[src/rtl/store_write_buffer.sv]
// In-order store queue between the byte-mask generator and the data-memory write port.
// Zero-mask requests handshake but are dropped; pending stores flag word-address load hazards.
module store_write_buffer #(
    parameter int DEPTH = 4
) (
    input  logic                     clk,
    input  logic                     rst_n,
    input  logic                     st_valid,
    output logic                     st_ready,
    input  logic [31:0]              st_addr,
    input  logic [31:0]              st_data,
    input  logic [3:0]               st_mask,
    output logic                     mem_req,
    input  logic                     mem_gnt,
    output logic [31:0]              mem_addr,
    output logic [31:0]              mem_wdata,
    output logic [3:0]               mem_be,
    input  logic [31:0]              ld_addr,
    output logic                     ld_hazard,
    output logic [$clog2(DEPTH):0]   count,
    output logic                     empty
);

    localparam int PTR_W = $clog2(DEPTH);
    localparam int CNT_W = PTR_W + 1;

    logic [PTR_W-1:0] wr_ptr_q, wr_ptr_d;
    logic [PTR_W-1:0] rd_ptr_q, rd_ptr_d;
    logic [CNT_W-1:0] count_q, count_d;

    logic [29:0] entry_addr_q [DEPTH];
    logic [29:0] entry_addr_d [DEPTH];
    logic [31:0] entry_data_q [DEPTH];
    logic [31:0] entry_data_d [DEPTH];
    logic [3:0]  entry_mask_q [DEPTH];
    logic [3:0]  entry_mask_d [DEPTH];

    logic push;
    logic pop;
    logic [PTR_W-1:0] hz_offset;
    logic unused_addr_bits;

    // Byte-offset bits never matter: entries and hazards compare word addresses.
    assign unused_addr_bits = ^{st_addr[1:0], ld_addr[1:0]};

    // st_ready looks only at the registered count, so a pop never opens a same-cycle slot.
    assign st_ready = (count_q != CNT_W'(DEPTH));
    assign empty    = (count_q == '0);
    assign mem_req  = !empty;
    assign count    = count_q;

    assign push = st_valid && st_ready && (st_mask != 4'b0000);
    assign pop  = mem_req && mem_gnt;

    assign mem_addr  = {entry_addr_q[rd_ptr_q], 2'b00};
    assign mem_wdata = entry_data_q[rd_ptr_q];
    assign mem_be    = entry_mask_q[rd_ptr_q];

    always_comb begin
        wr_ptr_d = wr_ptr_q;
        rd_ptr_d = rd_ptr_q;
        count_d  = count_q;
        if (push) begin
            wr_ptr_d = wr_ptr_q + PTR_W'(1);
        end
        if (pop) begin
            rd_ptr_d = rd_ptr_q + PTR_W'(1);
        end
        case ({push, pop})
            2'b10:   count_d = count_q + CNT_W'(1);
            2'b01:   count_d = count_q - CNT_W'(1);
            default: count_d = count_q;
        endcase
    end

    always_comb begin
        entry_addr_d = entry_addr_q;
        entry_data_d = entry_data_q;
        entry_mask_d = entry_mask_q;
        if (push) begin
            entry_addr_d[wr_ptr_q] = st_addr[31:2];
            entry_data_d[wr_ptr_q] = st_data;
            entry_mask_d[wr_ptr_q] = st_mask;
        end
    end

    // An entry is live when its distance from the head is below count.
    always_comb begin
        hz_offset = '0;
        ld_hazard = push && (st_addr[31:2] == ld_addr[31:2]);
        for (int i = 0; i < DEPTH; i++) begin
            hz_offset = PTR_W'(i) - rd_ptr_q;
            if (({1'b0, hz_offset} < count_q) && (entry_addr_q[i] == ld_addr[31:2])) begin
                ld_hazard = 1'b1;
            end
        end
    end

    always_ff @(posedge clk or negedge rst_n) begin
        if (!rst_n) begin
            wr_ptr_q <= '0;
            rd_ptr_q <= '0;
            count_q  <= '0;
        end else begin
            wr_ptr_q <= wr_ptr_d;
            rd_ptr_q <= rd_ptr_d;
            count_q  <= count_d;
        end
    end

    // Payload storage carries no reset; it is qualified by count.
    always_ff @(posedge clk) begin
        entry_addr_q <= entry_addr_d;
        entry_data_q <= entry_data_d;
        entry_mask_q <= entry_mask_d;
    end

endmodule

[config.mk]
export PLATFORM = sky130hd
export DESIGN_NAME = store_write_buffer
export DESIGN_NICKNAME = d
export VERILOG_FILES = /design/src/rtl/store_write_buffer.sv
export SDC_FILE = /design/constraint.sdc
export NUM_CORES = 1
export LEC_CHECK = 0
export BUFFER_PORTS_ARGS = -buffer_cell sky130_fd_sc_hd__buf_2
export CAP_MARGIN = 15
export CORE_MARGIN = 3
export CORE_UTILIZATION = 55
export DETAILED_ROUTE_END_ITERATION = 6
export PLACE_DENSITY = 0.82
export SKIP_LAST_GASP = 1
export SLEW_MARGIN = 5
export SYNTH_ARGS = -nofsm -noshare
export SYNTH_HDL_FRONTEND = slang
export SYNTH_SLANG_ARGS = --single-unit
[constraint.sdc]
create_clock -name clk -period 7.1 [get_ports clk]
set_input_delay 1.775 -clock clk [delete_from_list [all_inputs] [get_ports clk]]
set_output_delay 1.775 -clock clk [all_outputs]
set_load 0.005 [all_outputs]
# Yosys cells after proc, flatten, opt, wreduce, memory -nomap -nowiden
# Cells that the tools add are included.
dict set report word_totals {
  input_bits 104
  reg_bits 271
  word_cells 76
  out_inout_bits 75
}
dict set report classes {
  bitwise 2
  eq_ne 8
  n_reduce_logical 13
  addsub 8
  magnitude_cmp 7
  n_mux 23
}
# cell count
set ops {}
lappend ops {{equality test 30 bit} 5}
lappend ops {{bitwise mux 128 bit} 1}
lappend ops {{bitwise mux 120 bit} 1}
lappend ops {{two-way mux 32 bit} 3}
lappend ops {{two-way mux 30 bit} 3}
lappend ops {{binary-select mux 32 bit (select 2 bit)} 1}
lappend ops {{demux 32 bit (select 2 bit)} 1}
lappend ops {{binary-select mux 30 bit (select 2 bit)} 1}
lappend ops {{demux 30 bit (select 2 bit)} 1}
lappend ops {{bitwise mux 16 bit} 1}
lappend ops {{less-than comparator 2 x 3 -> 1 bit} 4}
lappend ops {{two-way mux 4 bit} 3}
lappend ops {{logical AND 1 bit} 9}
lappend ops {{binary-select mux 4 bit (select 2 bit)} 1}
lappend ops {{demux 4 bit (select 2 bit)} 1}
lappend ops {{greater-or-equal comparator 3 bit (second input constant)} 2}
lappend ops {{NOT 2 -> 3 bit} 2}
lappend ops {{one-hot mux 3 bit (2 select lines)} 1}
lappend ops {{adder 2 x 1 -> 2 bit (second input constant)} 2}
lappend ops {{two-way mux 1 bit} 4}
lappend ops {{nonzero test 4 bit} 1}
lappend ops {{subtractor 1 x 2 -> 2 bit (first input constant)} 2}
lappend ops {{subtractor 2 bit (first input constant)} 2}
lappend ops {{adder 3 x 1 -> 3 bit (second input constant)} 1}
lappend ops {{8 further kinds} 8}

# Logic depth before layout (Yosys ltp)
dict set report depth {
  depth_word 8
  mapped_depth 11
  ltp_nobuf 9
}

# Worst setup path before layout
# No wires, ideal clock.
dict set report synth_timing {
  path_type {input to output}
  start {input ld_addr[14]}
  end {output ld_hazard}
  arrival_ns 2.833
  path_buffers 1
  cell_stages 7
  t_required_ns 5.325
  setup_slack_ns 2.492
  cell_sequence {buf_4 xor2_1 nor4_2 nand3_1 a2111oi_2 a31oi_1 nand4_1}
}
dict set report synth_between {
  elab_chain_len 6
  word_cells_on_any_way 14
  cone_classes {eq/ne (5); mux (4); reduce/logical (5)}
}
# element line
set synth_rtl {}
lappend synth_rtl {{start, declared} 18} ;# input logic [31:0] ld_addr,
lappend synth_rtl {{equality test 30 bit (on tied branches)} {90, 93}}
lappend synth_rtl {{logical AND 1 bit (on tied branches)} {90, 93}}
lappend synth_rtl {{two-way mux 1 bit (3 in series)} 93} ;# if (({1'b0, hz_offset} < count_q) && (entry_addr_q[i] == ld_addr[31:2])) begin
lappend synth_rtl {{two-way mux 1 bit (*)} 93}
lappend synth_rtl {{end, declared} 19} ;# output logic ld_hazard,
# Every way passes the cells marked *; elsewhere a longest branch is shown, timed or not.

# Worst setup path in the final report
dict set report layout_timing {
  start {input ld_addr[20]}
  end {output ld_hazard}
}
# The elaborated chain is that of the path after synthesis.

==> impl_metrics.py <==
metrics = {
    "global_route": {
        "track_usage_pct": 22.1,
        "overflow": 0,
        "grt_pass1_vias": 6652,
        "grt_pass1_wl_um": 39900,
        "antenna_found_initial": 5,
        "grt_max_degree": 67,
    },
    "timing": {
        "fin_crit_sh_pct": 74.9,
        "max_slew_margin_pct": 28.0,
        "worst_pin_slew_ns": 1.08,
        "setup_slack_ns": 1.78,
        "rsz0062_at_grt": "no",
        "hold_viol": 0,
        "report.final.slew_viol_count": 0,
        "skew_ns": 0.0111,
        "tns_ns": 0,
        "max_clock_freq_mhz": 188,
        "setup_violations": 0,
        "hold_ws_ns": 0.584,
        "min_period_ns": 5.32,
    },
    "routing": {
        "routed_wl_um": 26100,
        "first_iter_violations": 532,
        "antenna_left": 0,
        "firstDrtPassIters": 4,
        "detail_route.wl_per_cell_um": 23.8,
        "viasPerCell": 5.75,
        "vias": 6310,
        "drc": 0,
    },
    "power": {
        "seqPwrFrac_pct": 45.6,
        "finalPower_uw": 5140,
        "p_leak_uw": 0.00477,
        "ir_worst_vdd_mv": 0.240,
        "switching_share_pct": 30.0,
        "power_frac_comb_pct": 28.4,
        "power_density_nw_per_um2": 374,
        "p_switching_uw": 1540,
        "intPower_uw": 3600,
        "clkPwrFrac_pct": 26.0,
    },
    "logic_synthesis": {
        "synth_top_area_cell": "edfxtp_1",
        "yosysWarnings": 0,
        "ys_seq_elements": 271,
        "yosys.area_share.simple_pct": 3.06,
        "synth_cell_type_count": 32,
        "synth_top_family_by_area": "multiplexers",
        "synth-xor-area-share_pct": 11.6,
        "netlist_area_um2": 11900,
        "syn_area_per_cell_um2": 18.6,
        "synth_top_area_share_pct": 66.3,
        "synth_cells": 644,
        "muxShareOfSynthArea_pct": 12.4,
        "synth_seq_area_share_pct": 67.8,
        "yosys-top-cells-area": "edfxtp_1 (66%), mux4_2 (12%), xor2_1 (6.9%), xnor2_1 (4.5%), dfrtp_1 (1.5%)",
        "synth_compound_area_share_pct": 0.953,
        "synthAdderAreaFrac_pct": 1.11,
    },
    "clock_tree": {
        "insertion_delay_ns": 0.54,
        "post_cts_resize_count": 0,
        "numClockSinks": 271,
        "cts_inserted_buffers": 27,
        "clk_path_buf_depth": 3,
        "clkTransAtPathRegs_ns": 0.06,
        "post_cts_buffers": 0,
        "cts_tree": "done",
        "clockRootBuffer": "clkbuf_16",
        "cts_hold_buf": 0,
        "h-tree-depth": 1,
    },
    "worst_setup_path": {
        "cpMaxStageDelayCell": "nor4_1",
        "startpoint_type": "input pin",
        "cp_top_family": "simple AND/OR/NAND/NOR gates",
        "cpPeakStageDelay_ns": 0.43,
        "crit_path_cell_trace": "buf_2, xor2_1, nor4_1, nand4_1, nor4_1, nand4_1, nand4_1, buf_2",
        "cp-end-kind": "primary output",
        "worst_ep_arrival_time_ns": 3.54,
        "critPathRequiredTime_ns": 5.33,
        "critPathBufInv": 2,
        "crit_path_max_fanout": 5,
        "crit_type": "in -> out",
        "crit_top_cell": "nand4_1",
    },
    "die": {
        "die_x_um": 153,
        "rows": 53,
        "die_h_um": 153,
        "io_pins": 179,
        "start_util_pct": 56.5,
        "core-area_um2": 21200,
        "dieArea_um2": 23500,
    },
    "layout": {
        "area_growth_pct": 14.9,
        "fin_nets": 913,
        "drive_gt1_share_pct": 35.6,
        "final_util_pct": 64.9,
    },
    "status": {
        "status": "complete, no violations",
    },
    "hold_path": {
        "hp-class": "reg -> reg",
    },
    "placement": {
        "portBuffers": 172,
        "hpwl_um": 17400,
        "gp_congestion": 0.879,
        "dp_worst_setup_slack_ns": 1.78,
    },
    "run": {
        "drv_cap": 0,
    },
}
==> logic make-up (layout without fill, tap and decap cells) <==
family,after synthesis,after routing
flops,271,271
xor+xnor,157,157
mux,66,66
buf+inv,64,237
simple gates,60,60
compound gates,15,15
fa+ha+maj,10,10
other cells,1,6
==> cell usage after synthesis <==
| master | number |
|---|---|
| ha_1 | 9 |
| nor3_1 | 3 |
| xnor2_1 | 61 |
| nor4_2 | 2 |
| nor2_1 | 2 |
| a211oi_1 | 1 |
| nand2_1 | 4 |
| nor4_1 | 22 |
| a2111oi_2 | 2 |
| a21oi_1 | 3 |
| o41ai_1 | 1 |
| buf_2 | 23 |
| nand4_1 | 18 |
| buf_4 | 6 |
| o2111ai_1 | 2 |
| and2_1 | 5 |
| inv_1 | 15 |
| edfxtp_1 | 264 |
| xor2_2 | 2 |
| a31oi_1 | 1 |
| xor2_1 | 94 |
| o21ai_0 | 4 |
| clkbuf_1 | 12 |
| nand3_1 | 3 |
| mux4_2 | 66 |
| or3_1 | 1 |
| clkbuf_8 | 1 |
| buf_6 | 7 |
| fa_1 | 1 |
| dfrtp_1 | 7 |
| conb_1 | 1 |
| a21oi_2 | 1 |
==> cell type report <==
| cell class | count | area [µm²] |
|---|---|---|
| Multi-Input combinational cell | 310 | 3510 |
| Antenna cell | 4 | 10.0 |
| Fill cell | 1479 | 7430 |
| Clock inverter | 19 | 144 |
| Tap cell | 275 | 344 |
| Sequential cell | 271 | 8110 |
| Timing Repair Buffer | 174 | 876 |
| Inverter | 15 | 56.3 |
| Clock buffer | 29 | 683 |
==> layout by cell type, fill, tap and decap left out, types with 5 or more instances in the layout <==
cell and instances:
mux4_2 66, nor4_1 22, dfrtp_1 5, inv_1 15
ha_1 9, nand4_1 18, clkbuf_16 27, xor2_1 94
xnor2_1 61, clkinv_2 6, buf_2 172, clkinv_1 8
edfxtp_1 264
==> through the flow <==
step | cells | instance area [µm²]
global route | 1097 | 13700
global placement | 1045 | 12900
CTS | 1093 | 13700
finish | 1097 | 13700
detailed placement | 1045 | 12900
floorplan | 645 | 12000
==> power groups by stage <==
| stage | logic, µW | registers, µW | clock network [µW] |
|---|---|---|---|
| 2_1_floorplan | 1040 | 2220 | 0 |
| 3_3_place_gp | 1460 | 2360 | 0 |
| 3_5_place_dp | 1480 | 2380 | 0 |
| 4_1_cts | 1500 | 2350 | 1360 |
| 5_1_grt | 1590 | 2380 | 1430 |
| 6_report | 1460 | 2340 | 1340 |
==> worst paths after layout <==
kind	startpoint	to	slack, ns	cells after the start
hold reg to reg	count[1]	count[1]	0.58	2
hold / removal	count[1]	count[1]	0.58	2
setup reg to reg	count[0]	entry_addr_q[103]	4.45	3
setup / recovery	ld_addr[20]	ld_hazard	1.78	8
max in group asynchronous	rst_n	rd_ptr_q[1]	5.87	1
min in group asynchronous	rst_n	count[0]	1.06	1
==> sequential cells by signal (all words and copies together), names as in the netlist <==
name and count:
count 3, entry_addr_q 120, entry_mask_q 16, wr_ptr_q 2
rd_ptr_q 2, entry_data_q 128
==> per-layer routing <==
metal,GRT usage (%),part of all wire [%],wire length [µm]
met1,30.6,40,10600
met2,35.9,49,12800
met3,5.29,8.1,2110
met4,6.27,2.3,599
met5,0,0.050,13
==> worst reg2reg max path, cell delays in order, from the launching register on <==
cell and delay, ns:
dfrtp_1 0.49, nor2_1 0.11, a21oi_1 0.61, and2_4 0.95
Note: power is estimated with default switching activity, not from simulation.
